<file path="config.mk">
export PLATFORM = sky130hd
export DESIGN_NAME = bram_port_arbiter_flat
export DESIGN_NICKNAME = d
export VERILOG_FILES = /design/src/rtl/bram_port_arbiter_pkg.sv /design/src/rtl/bram_port_arbiter_if.sv /design/src/rtl/bram_port_arbiter_rr_arbiter.sv /design/src/rtl/bram_port_arbiter.sv /design/src/flat_wrapper.sv
export SDC_FILE = /design/constraint.sdc
export NUM_CORES = 1
export LEC_CHECK = 0
export CAP_MARGIN = 10
export CORE_MARGIN = 2
export CORE_UTILIZATION = 31
export DETAILED_ROUTE_END_ITERATION = 8
export PLACE_DENSITY = 0.82
export SKIP_LAST_GASP = 1
export SLEW_MARGIN = 20
export SYNTH_ARGS = -nofsm -noshare
export SYNTH_HDL_FRONTEND = slang
export SYNTH_SLANG_ARGS = --single-unit
</file>
<file path="constraint.sdc">
create_clock -name clk -period 2.2 [get_ports clk]
set_input_delay 0.22 -clock clk [delete_from_list [all_inputs] [get_ports clk]]
set_output_delay 0.22 -clock clk [all_outputs]
set_load 0.02 [all_outputs]
</file>
<file path="src/rtl/bram_port_arbiter_pkg.sv">
// Shared constants for the BRAM port arbiter: requester slot assignment and
// default word geometry.
package bram_port_arbiter_pkg;

   localparam int REQ_IFETCH       = 0;
   localparam int REQ_LSU          = 1;
   localparam int REQ_LOADER       = 2;
   localparam int NREQ_DEFAULT     = 3;
   localparam int WORD_LEN_DEFAULT = 2;

endpackage

</file>
<file path="src/rtl/bram_port_arbiter_if.sv">
// Requester-side bus of the BRAM port arbiter: per-requester valid/ready
// request channel plus the shared one-cycle response channel.
interface bram_port_arbiter_if
   import bram_port_arbiter_pkg::*;
#(
   parameter int NREQ  = NREQ_DEFAULT,
   parameter int DATAW = 32,
   parameter int ADDRW = 12
);

   logic [NREQ-1:0]       req_valid;
   logic [NREQ-1:0]       req_ready;
   logic [NREQ-1:0]       req_we;
   logic [NREQ*ADDRW-1:0] req_addr;
   logic [NREQ*DATAW-1:0] req_wdata;
   logic [NREQ-1:0]       resp_valid;
   logic [DATAW-1:0]      resp_rdata;

   modport master (
      output req_valid, req_we, req_addr, req_wdata,
      input  req_ready, resp_valid, resp_rdata
   );

   modport slave (
      input  req_valid, req_we, req_addr, req_wdata,
      output req_ready, resp_valid, resp_rdata
   );

endinterface

</file>
<file path="src/rtl/bram_port_arbiter_rr_arbiter.sv">
// Round-robin grant: search starts at ptr and wraps upward, first valid wins.
// ptr advances past the winner only when a grant is issued.
module rr_arbiter #(
   parameter  int NREQ = 3,
   localparam int PTRW = $clog2(NREQ)
) (
   input  logic            clk,
   input  logic            rst,
   input  logic [NREQ-1:0] req,
   output logic [NREQ-1:0] grant,
   output logic [PTRW-1:0] grant_idx,
   output logic            grant_any
);

   logic [PTRW-1:0] ptr;
   logic [PTRW-1:0] idx;

   // Grants are suppressed during reset so no handshake completes then.
   always_comb begin
      grant     = '0;
      grant_idx = '0;
      grant_any = 1'b0;
      idx       = '0;
      if (!rst) begin
         for (int k = 0; k < NREQ; k++) begin
            idx = PTRW'((int'(ptr) + k) % NREQ);
            if (!grant_any && req[idx]) begin
               grant_any  = 1'b1;
               grant_idx  = idx;
               grant[idx] = 1'b1;
            end
         end
      end
   end

   always_ff @(posedge clk) begin
      if (rst) begin
         ptr <= '0;
      end else if (grant_any) begin
         ptr <= (grant_idx == PTRW'(NREQ - 1)) ? '0 : grant_idx + 1'b1;
      end
   end

endmodule

</file>
<file path="src/rtl/bram_port_arbiter.sv">
// Shares one BRAM port among NREQ requesters: round-robin accept, registered
// issue stage onto the port, response routed to the owner two cycles later.
module bram_port_arbiter
   import bram_port_arbiter_pkg::*;
#(
   parameter  int NREQ     = NREQ_DEFAULT,
   parameter  int DATAW    = 32,
   parameter  int ADDRW    = 12,
   parameter  int WORD_LEN = WORD_LEN_DEFAULT,
   localparam int MAW      = ADDRW - WORD_LEN,
   localparam int PTRW     = $clog2(NREQ)
) (
   input  logic                clk,
   input  logic                rst,
   bram_port_arbiter_if.slave  bus,
   output logic                mem_en,
   output logic                mem_we,
   output logic [MAW-1:0]      mem_addr,
   output logic [DATAW-1:0]    mem_din,
   input  logic [DATAW-1:0]    mem_dout
);

   logic [NREQ-1:0]  grant;
   logic [PTRW-1:0]  grant_idx;
   logic             grant_any;
   logic             sel_we;
   logic [MAW-1:0]   sel_addr;
   logic [DATAW-1:0] sel_wdata;
   logic             en_q;
   logic             we_q;
   logic [PTRW-1:0]  owner_q;
   logic [NREQ-1:0]  resp_q;
   logic [NREQ-1:0]  resp_vld;

   rr_arbiter #(.NREQ(NREQ)) u_arb (
      .clk       (clk),
      .rst       (rst),
      .req       (bus.req_valid),
      .grant     (grant),
      .grant_idx (grant_idx),
      .grant_any (grant_any)
   );

   assign bus.req_ready = grant;

   // Byte-offset bits are never routed; misaligned addresses alias the word.
   assign sel_we    = bus.req_we[grant_idx];
   assign sel_addr  = bus.req_addr[grant_idx*ADDRW + WORD_LEN +: MAW];
   assign sel_wdata = bus.req_wdata[grant_idx*DATAW +: DATAW];

   always_ff @(posedge clk) begin
      if (rst) begin
         en_q     <= 1'b0;
         we_q     <= 1'b0;
         owner_q  <= '0;
         mem_addr <= '0;
         mem_din  <= '0;
      end else begin
         en_q <= grant_any;
         we_q <= grant_any & sel_we;
         if (grant_any) begin
            owner_q  <= grant_idx;
            mem_addr <= sel_addr;
            mem_din  <= sel_wdata;
         end
      end
   end

   always_ff @(posedge clk) begin
      if (rst) begin
         resp_q <= '0;
      end else begin
         resp_q <= en_q ? (NREQ'(1) << owner_q) : '0;
      end
   end

   // rst masks the stage outputs in the very cycle it is raised, so a write
   // still sitting in the issue register never reaches the BRAM.
   assign mem_en         = en_q & ~rst;
   assign mem_we         = we_q & ~rst;
   assign resp_vld       = resp_q & {NREQ{~rst}};
   assign bus.resp_valid = resp_vld;
   assign bus.resp_rdata = (|resp_vld) ? mem_dout : '0;

endmodule

</file>
<file path="src/flat_wrapper.sv">
// flat-port wrapper written by rule: the top's interface ports become plain ports
module bram_port_arbiter_flat import bram_port_arbiter_pkg::*;
#(
   parameter  int NREQ     = NREQ_DEFAULT,
   parameter  int DATAW    = 32,
   parameter  int ADDRW    = 12,
   parameter  int WORD_LEN = WORD_LEN_DEFAULT,
   localparam int MAW      = ADDRW - WORD_LEN,
   localparam int PTRW     = $clog2(NREQ)
)
  (clk, rst, mem_en, mem_we, mem_addr, mem_din, mem_dout, bus_req_valid, bus_req_we, bus_req_addr, bus_req_wdata, bus_req_ready, bus_resp_valid, bus_resp_rdata);
  bram_port_arbiter_if #(.NREQ(NREQ), .DATAW(DATAW), .ADDRW(ADDRW)) bus_i ();
  input  logic clk;
  input  logic rst;
  output logic mem_en;
  output logic mem_we;
  output logic [MAW-1:0] mem_addr;
  output logic [DATAW-1:0] mem_din;
  input  logic [DATAW-1:0] mem_dout;
  input wire logic [$bits(bus_i.req_valid)-1:0] bus_req_valid;
  input wire logic [$bits(bus_i.req_we)-1:0] bus_req_we;
  input wire logic [$bits(bus_i.req_addr)-1:0] bus_req_addr;
  input wire logic [$bits(bus_i.req_wdata)-1:0] bus_req_wdata;
  output wire logic [$bits(bus_i.req_ready)-1:0] bus_req_ready;
  output wire logic [$bits(bus_i.resp_valid)-1:0] bus_resp_valid;
  output wire logic [$bits(bus_i.resp_rdata)-1:0] bus_resp_rdata;
  assign bus_i.req_valid = bus_req_valid;
  assign bus_i.req_we = bus_req_we;
  assign bus_i.req_addr = bus_req_addr;
  assign bus_i.req_wdata = bus_req_wdata;
  assign bus_req_ready = bus_i.req_ready;
  assign bus_resp_valid = bus_i.resp_valid;
  assign bus_resp_rdata = bus_i.resp_rdata;
  bram_port_arbiter #(.NREQ(NREQ), .DATAW(DATAW), .ADDRW(ADDRW), .WORD_LEN(WORD_LEN)) u_core (.clk(clk), .rst(rst), .bus(bus_i), .mem_en(mem_en), .mem_we(mem_we), .mem_addr(mem_addr), .mem_din(mem_din), .mem_dout(mem_dout));
endmodule
</file>
# After elaboration in Yosys (flattened, before gate mapping)
# Index checks and enable logic that the tools add are counted.
[classes]
addsub = 4
mul = 1
n_div = 3
n_lt_le_gt_ge = 7
n_eq_ne = 1
shift = 3
n_mux = 32
n_bitwise = 8
n_reduce_logical = 9
[op_table]
columns = ["op", "n"]
rows = [
  ["$shiftx A96 B8 Y32", 1],
  ["$mod A32 B3 Y32 const B", 2],
  ["$shiftx A36 B33 Y10", 1],
  ["$mod A3 B3 Y32 const B", 1],
  ["$mux W32", 1],
  ["$mux W3", 6],
  ["$mux W1", 13],
  ["$lt A2 B3 Y1 const B", 4],
  ["$mux W2", 5],
  ["$bmux W1 S2", 4],
  ["$add A6 B2 Y7 const B", 1],
  ["$demux W1 S2", 3],
  ["$ge A2 B1 Y1 const B", 3],
  ["$or A3 B3 Y3", 2],
  ["$logic_and A1 B1 Y1", 5],
  ["$mul A2 B2 Y4 const B", 1],
  ["$add A2 B1 Y3 const B", 1],
  ["$add A2 B2 Y3 const B", 1],
  ["$and A1 B1 Y1", 3],
  ["$and A3 B3 Y3", 1],
  ["$reduce_or A3 Y1", 1],
  ["$shl A1 B2 Y3 const A", 1],
  ["$add A2 B1 Y2 const B", 1],
  ["$eq A2 B2 Y1 const B", 1],
  ["3 further kinds", 5],
]
[totals]
regBits = 51
input_bits = 172
output_inout_bits = 82

# Longest topological paths before layout
[logic_depth]
word_depth = 16
ltp_mapped = 10

# By module
# From an unflattened synthesis, not the netlist that was laid out.
[unflattened]
cells_unflattened = 417
area_unflattened_um2 = 3651.0
[modules_own_cells]
columns = ["mod", "instances", "cells_per_inst", "area_each_um2", "seq_area_each_um2"]
rows = [
  ["bram_port_arbiter", 1, 345, 3130.5, 980.9],
  ["rr_arbiter", 1, 72, 520.5, 40.0],
]

# Worst setup path before layout
# Ideal clock, no wire load.
[synth_timing]
path_kind = "reg2reg"
start = "register u_core.u_arb.ptr[0]"
end = "register u_core.mem_addr[4]"
setup_time_ns = 0.074
arrival_time_ns = 2.113
setup_slack_ns = 0.013
path_stages_with_launch = 11
synth_period_minus_slack_ns = 2.187
cell_sequence = "dfxtp_1 > inv_1 > ha_1 > nand2b_1 > a211oi_2 > and3b_1 > buf_2 > or3_1 > buf_2 > buf_6 > o22ai_2"
[synth_between]
elab_chain_cells = 16
elab_cells_between_ends = 28
cone_classes = "add/sub (3); mul (1); div (3); shift (1); mux (16); reduce/logical (4)"
[synth_lines]
columns = ["element", "line", "rtl"]
rows = [
  ["start: declaration", "bram_port_arbiter_rr_arbiter.sv:15", "logic [PTRW-1:0] ptr;"],
  ["start signal: assignment", "bram_port_arbiter_rr_arbiter.sv:40", "ptr <= (grant_idx == PTRW'(NREQ - 1)) ? '0 : grant_idx + 1'b1;"],
  ["parallel branches: the longest is 16 deep, another holds $mod A32 B3 Y32", "-", ""],
  ["end signal: assignment", "bram_port_arbiter.sv:63", "mem_addr <= sel_addr;"],
  ["end: declaration", "bram_port_arbiter.sv:18", "output logic [MAW-1:0] mem_addr,"],
]
# Parallel ways; which one is timed is not known. The select of a mux whose other input is x is not followed.
# A chain may end at the register's enable or synchronous reset.

# Worst setup path in the final report
[layout_timing]
start = "register u_core.u_arb.ptr[0]"
end = "register u_core.mem_addr[0]"
# Same word-level chain as after synthesis.

==> impl_metrics.csv <==
group,metric,value,unit
floorplanning,ios,254,
logic_synthesis,synth-seq-cells,51,
critical_path,crit_path_frequent_cell,"buf_6",
placement,gp_congestion,0.881,
pwr,p_leak,2.64,nW
drt,ant_nets,0,
clock_tree,clock_sinks,51,
final_layout,antenna_cells,0,
floorplanning,core.rowCount,37,
clock_tree,hold_buffers,0,
worst_hold_path,hold_depth,2,
critical_path,worstPathArrival,2500,ps
sta,rsz0062_at_grt,"yes",
critical_path,crit_cells,11,
logic_synthesis,seq_area_frac_synth,31.5,%
sta,fmax,430,MHz
sta,tightest_slew,443,ps
global_routing,grt_pass1_wl,19000,um
clock_tree,clk_latency,300,ps
drt,routedWlPerCell,17.5,um
final_layout,layout_commonest_cell,"clkdlybuf4s50_1",
logic_synthesis,yosys_most_used_dff,"dfxtp_1",
critical_path,crit_family,"buffers and inverters",
critical_path,worst_setup_path_end_kind,"flop",
logic_synthesis,post_synth.cell_area_avg,9.48,um2
global_routing,antenna_found_initial,0,
run_status,status,"finished, violations left",
critical_path,reg2reg_depth,11,
critical_path,cp_max_fo,5,
global_routing,grt_pass1_vias,3944,
flow_run,maxCapViolCount,0,
sta,setup_tns,-1670,ps
sta,skew,7.74,ps
sta,drv_slew,0,
drt,first_pass_iters,5,
logic_synthesis,synth_edf_count,0,
logic_synthesis,ys_warn_count,0,
drt,vias_per_cell,5.17,
drt,drc_errors,0,
critical_path,required,2370,ps
critical_path,startpoint_type,"flop",
sta,finalHoldViolCount,0,
final_layout,syn_to_final_growth,107,%
global_routing,grt_usage,20.5,%
floorplanning,die-area,11300,um2
clock_tree,root_buffer,"clkbuf_8",
placement,hpwl,9360,um
worst_hold_path,hp-class,"flop to flop",
floorplanning,dieWidth,106,um
logic_synthesis,synth_nets,518,
clock_tree,h-tree-depth,2,
placement,post-place-ws,-336,ps
critical_path,crit_chain,"inv_2 -> ha_4 -> buf_6 -> nor2b_4 -> buf_6 -> o2111a_2 -> buf_12 -> clkbuf_16 -> mux2_2 -> o21ai_0 -> a221oi_1",
floorplanning,core,10200,um2
placement,io_buffers,247,
floorplanning,die-height,106,um
pwr,peakVddDrop,0.418,mV
pwr,power_per_cell_area,769,nW/um2
logic_synthesis,syn_inst,342,
final_layout,drive_above_1_share,25.0,%
critical_path,slowest_stage,"dfxtp_2",
final_layout,nets,799,
clock_tree,cts_buffers,5,
sta,post-route-period-util,106,%
global_routing,grt_overflow,0,
sta,max-slew-margin-rel,70.5,%
logic_synthesis,syn_area,3240,um2
drt,drt_iter0_drc,196,
critical_path,critPathKind,"flop to flop",
logic_synthesis,yosysUniqueCellTypes,44,
clock_tree,clk_pin_slew,90,ps
floorplanning,start_util,31.7,%
run_status,violations,"negative setup slack",
sta,fin_crit,2330,ps
final_layout,mostFrequentLayoutCells,"clkdlybuf4s50_1, dfxtp_1, buf_4",
logic_synthesis,ys_async_sr_fraction,0,%
drt,num_vias,3924,
clock_tree,cts_tree,"done",
sta,worst_slack,-127,ps
global_routing,grt_max_degree,33,
sta,setup_viol,30,
drt,finalWirelength,13300,um
clock_tree,cts_max_path_buffers,2,
critical_path,cpPeakStageDelay,340,ps
critical_path,path_buf_inv,5,
-- per-stage QoR --
stage,hold slack [ps],total power [mW],std cells,instance area [um2],utilization (%)
final,472,5.16,759,6720,65.6
after global placement,447,3.94,727,6020,58.8
after CTS,468,4.67,738,6150,60.1
after detailed placement,459,4.01,727,6020,58.8
after global routing,488,5.41,759,6720,65.6
after floorplan,337,2.77,342,3240,-
-- report_power, final --
group          total (mW)  internal [mW]  switching, mW
clock network       0.554          0.248          0.306
registers            1.31           1.17          0.139
logic                3.30           1.76           1.54
total                5.16           3.18           1.98
-- final timing paths --
kind	startpoint	end	slack [ps]
setup / recovery	u_core.u_arb.ptr[0]	u_core.mem_addr[0]	-130
hold reg to reg	u_core.mem_din[8]	u_core.mem_din[8]	470
setup reg to reg	u_core.u_arb.ptr[0]	u_core.mem_addr[0]	-130
hold / removal	u_core.mem_din[8]	u_core.mem_din[8]	470
-- cell families (layout without fill, tap and decap cells) --
kind of cell    Yosys count  in the layout  share of synthesized area, %
simple gates             74             74                          13.5
mux                      43             43                          13.7
compound gates          121            121                          31.8
buf+inv                  49            330                          8.06
fa+ha+maj                 4              4                          1.54
flops                    51             51                          31.5
-- synth_stat cells, types with 9 or more instances --
cell | instances | area share, %
dfxtp_1 | 51 | 31
inv_1 | 13 | 1.5
a221oi_1 | 9 | 2.4
o22ai_2 | 30 | 12
mux2i_1 | 33 | 10
nor2b_1 | 10 | 1.9
nor2_1 | 10 | 1.2
a21oi_1 | 15 | 2.3
a22oi_1 | 34 | 7.9
clkbuf_1 | 17 | 2.0
and2_1 | 33 | 6.4
o21ai_0 | 13 | 2.0
-- layout make-up --
type                            count  area [um2]
Clock buffer                        6        82.6
Multi-Input combinational cell    242        2240
Sequential cell                    51        1030
Timing Repair Buffer              310        3140
Fill cell                         803        3520
Clock inverter                      1        5.00
Tap cell                          136         170
Inverter                           13        48.8
-- metal layers --
metal	track usage, %	wire length (um)	vias to the layer above
li1	-	-	1839
met1	21.1	4830	1842
met2	40.0	6930	207
met3	5.76	1130	36
met4	5.73	405	0
met5	0	0	-
-- worst register-to-register path: cells and delay by family, from the launching register on --
family | cells | cell delay, ps
buffers and inverters | 5 | 530
AOI/OAI and AO/OA | 3 | 490
DFF | 1 | 340
muxes | 1 | 340
adders and majority gates | 1 | 280
and+or+nand+nor | 1 | 210
-- registers in the layout (all words and copies together) (netlist names) --
signal,flops
u_core.resp_q,3
u_core.mem_din,32
u_core.en_q,1
u_core.owner_q,2
u_core.u_arb.ptr,2
u_core.we_q,1
u_core.mem_addr,10
-- repair_timing --
| action | in CTS | in global routing |
|---|---|---|
| setup buffers | 2 | 18 |
| pin swaps | 6 | 29 |
| resized for setup | 64 | 69 |
| cloned | 2 | 5 |
| setup endpoints to repair | 79 | 49 |
Power figures use the tool's default switching activity.
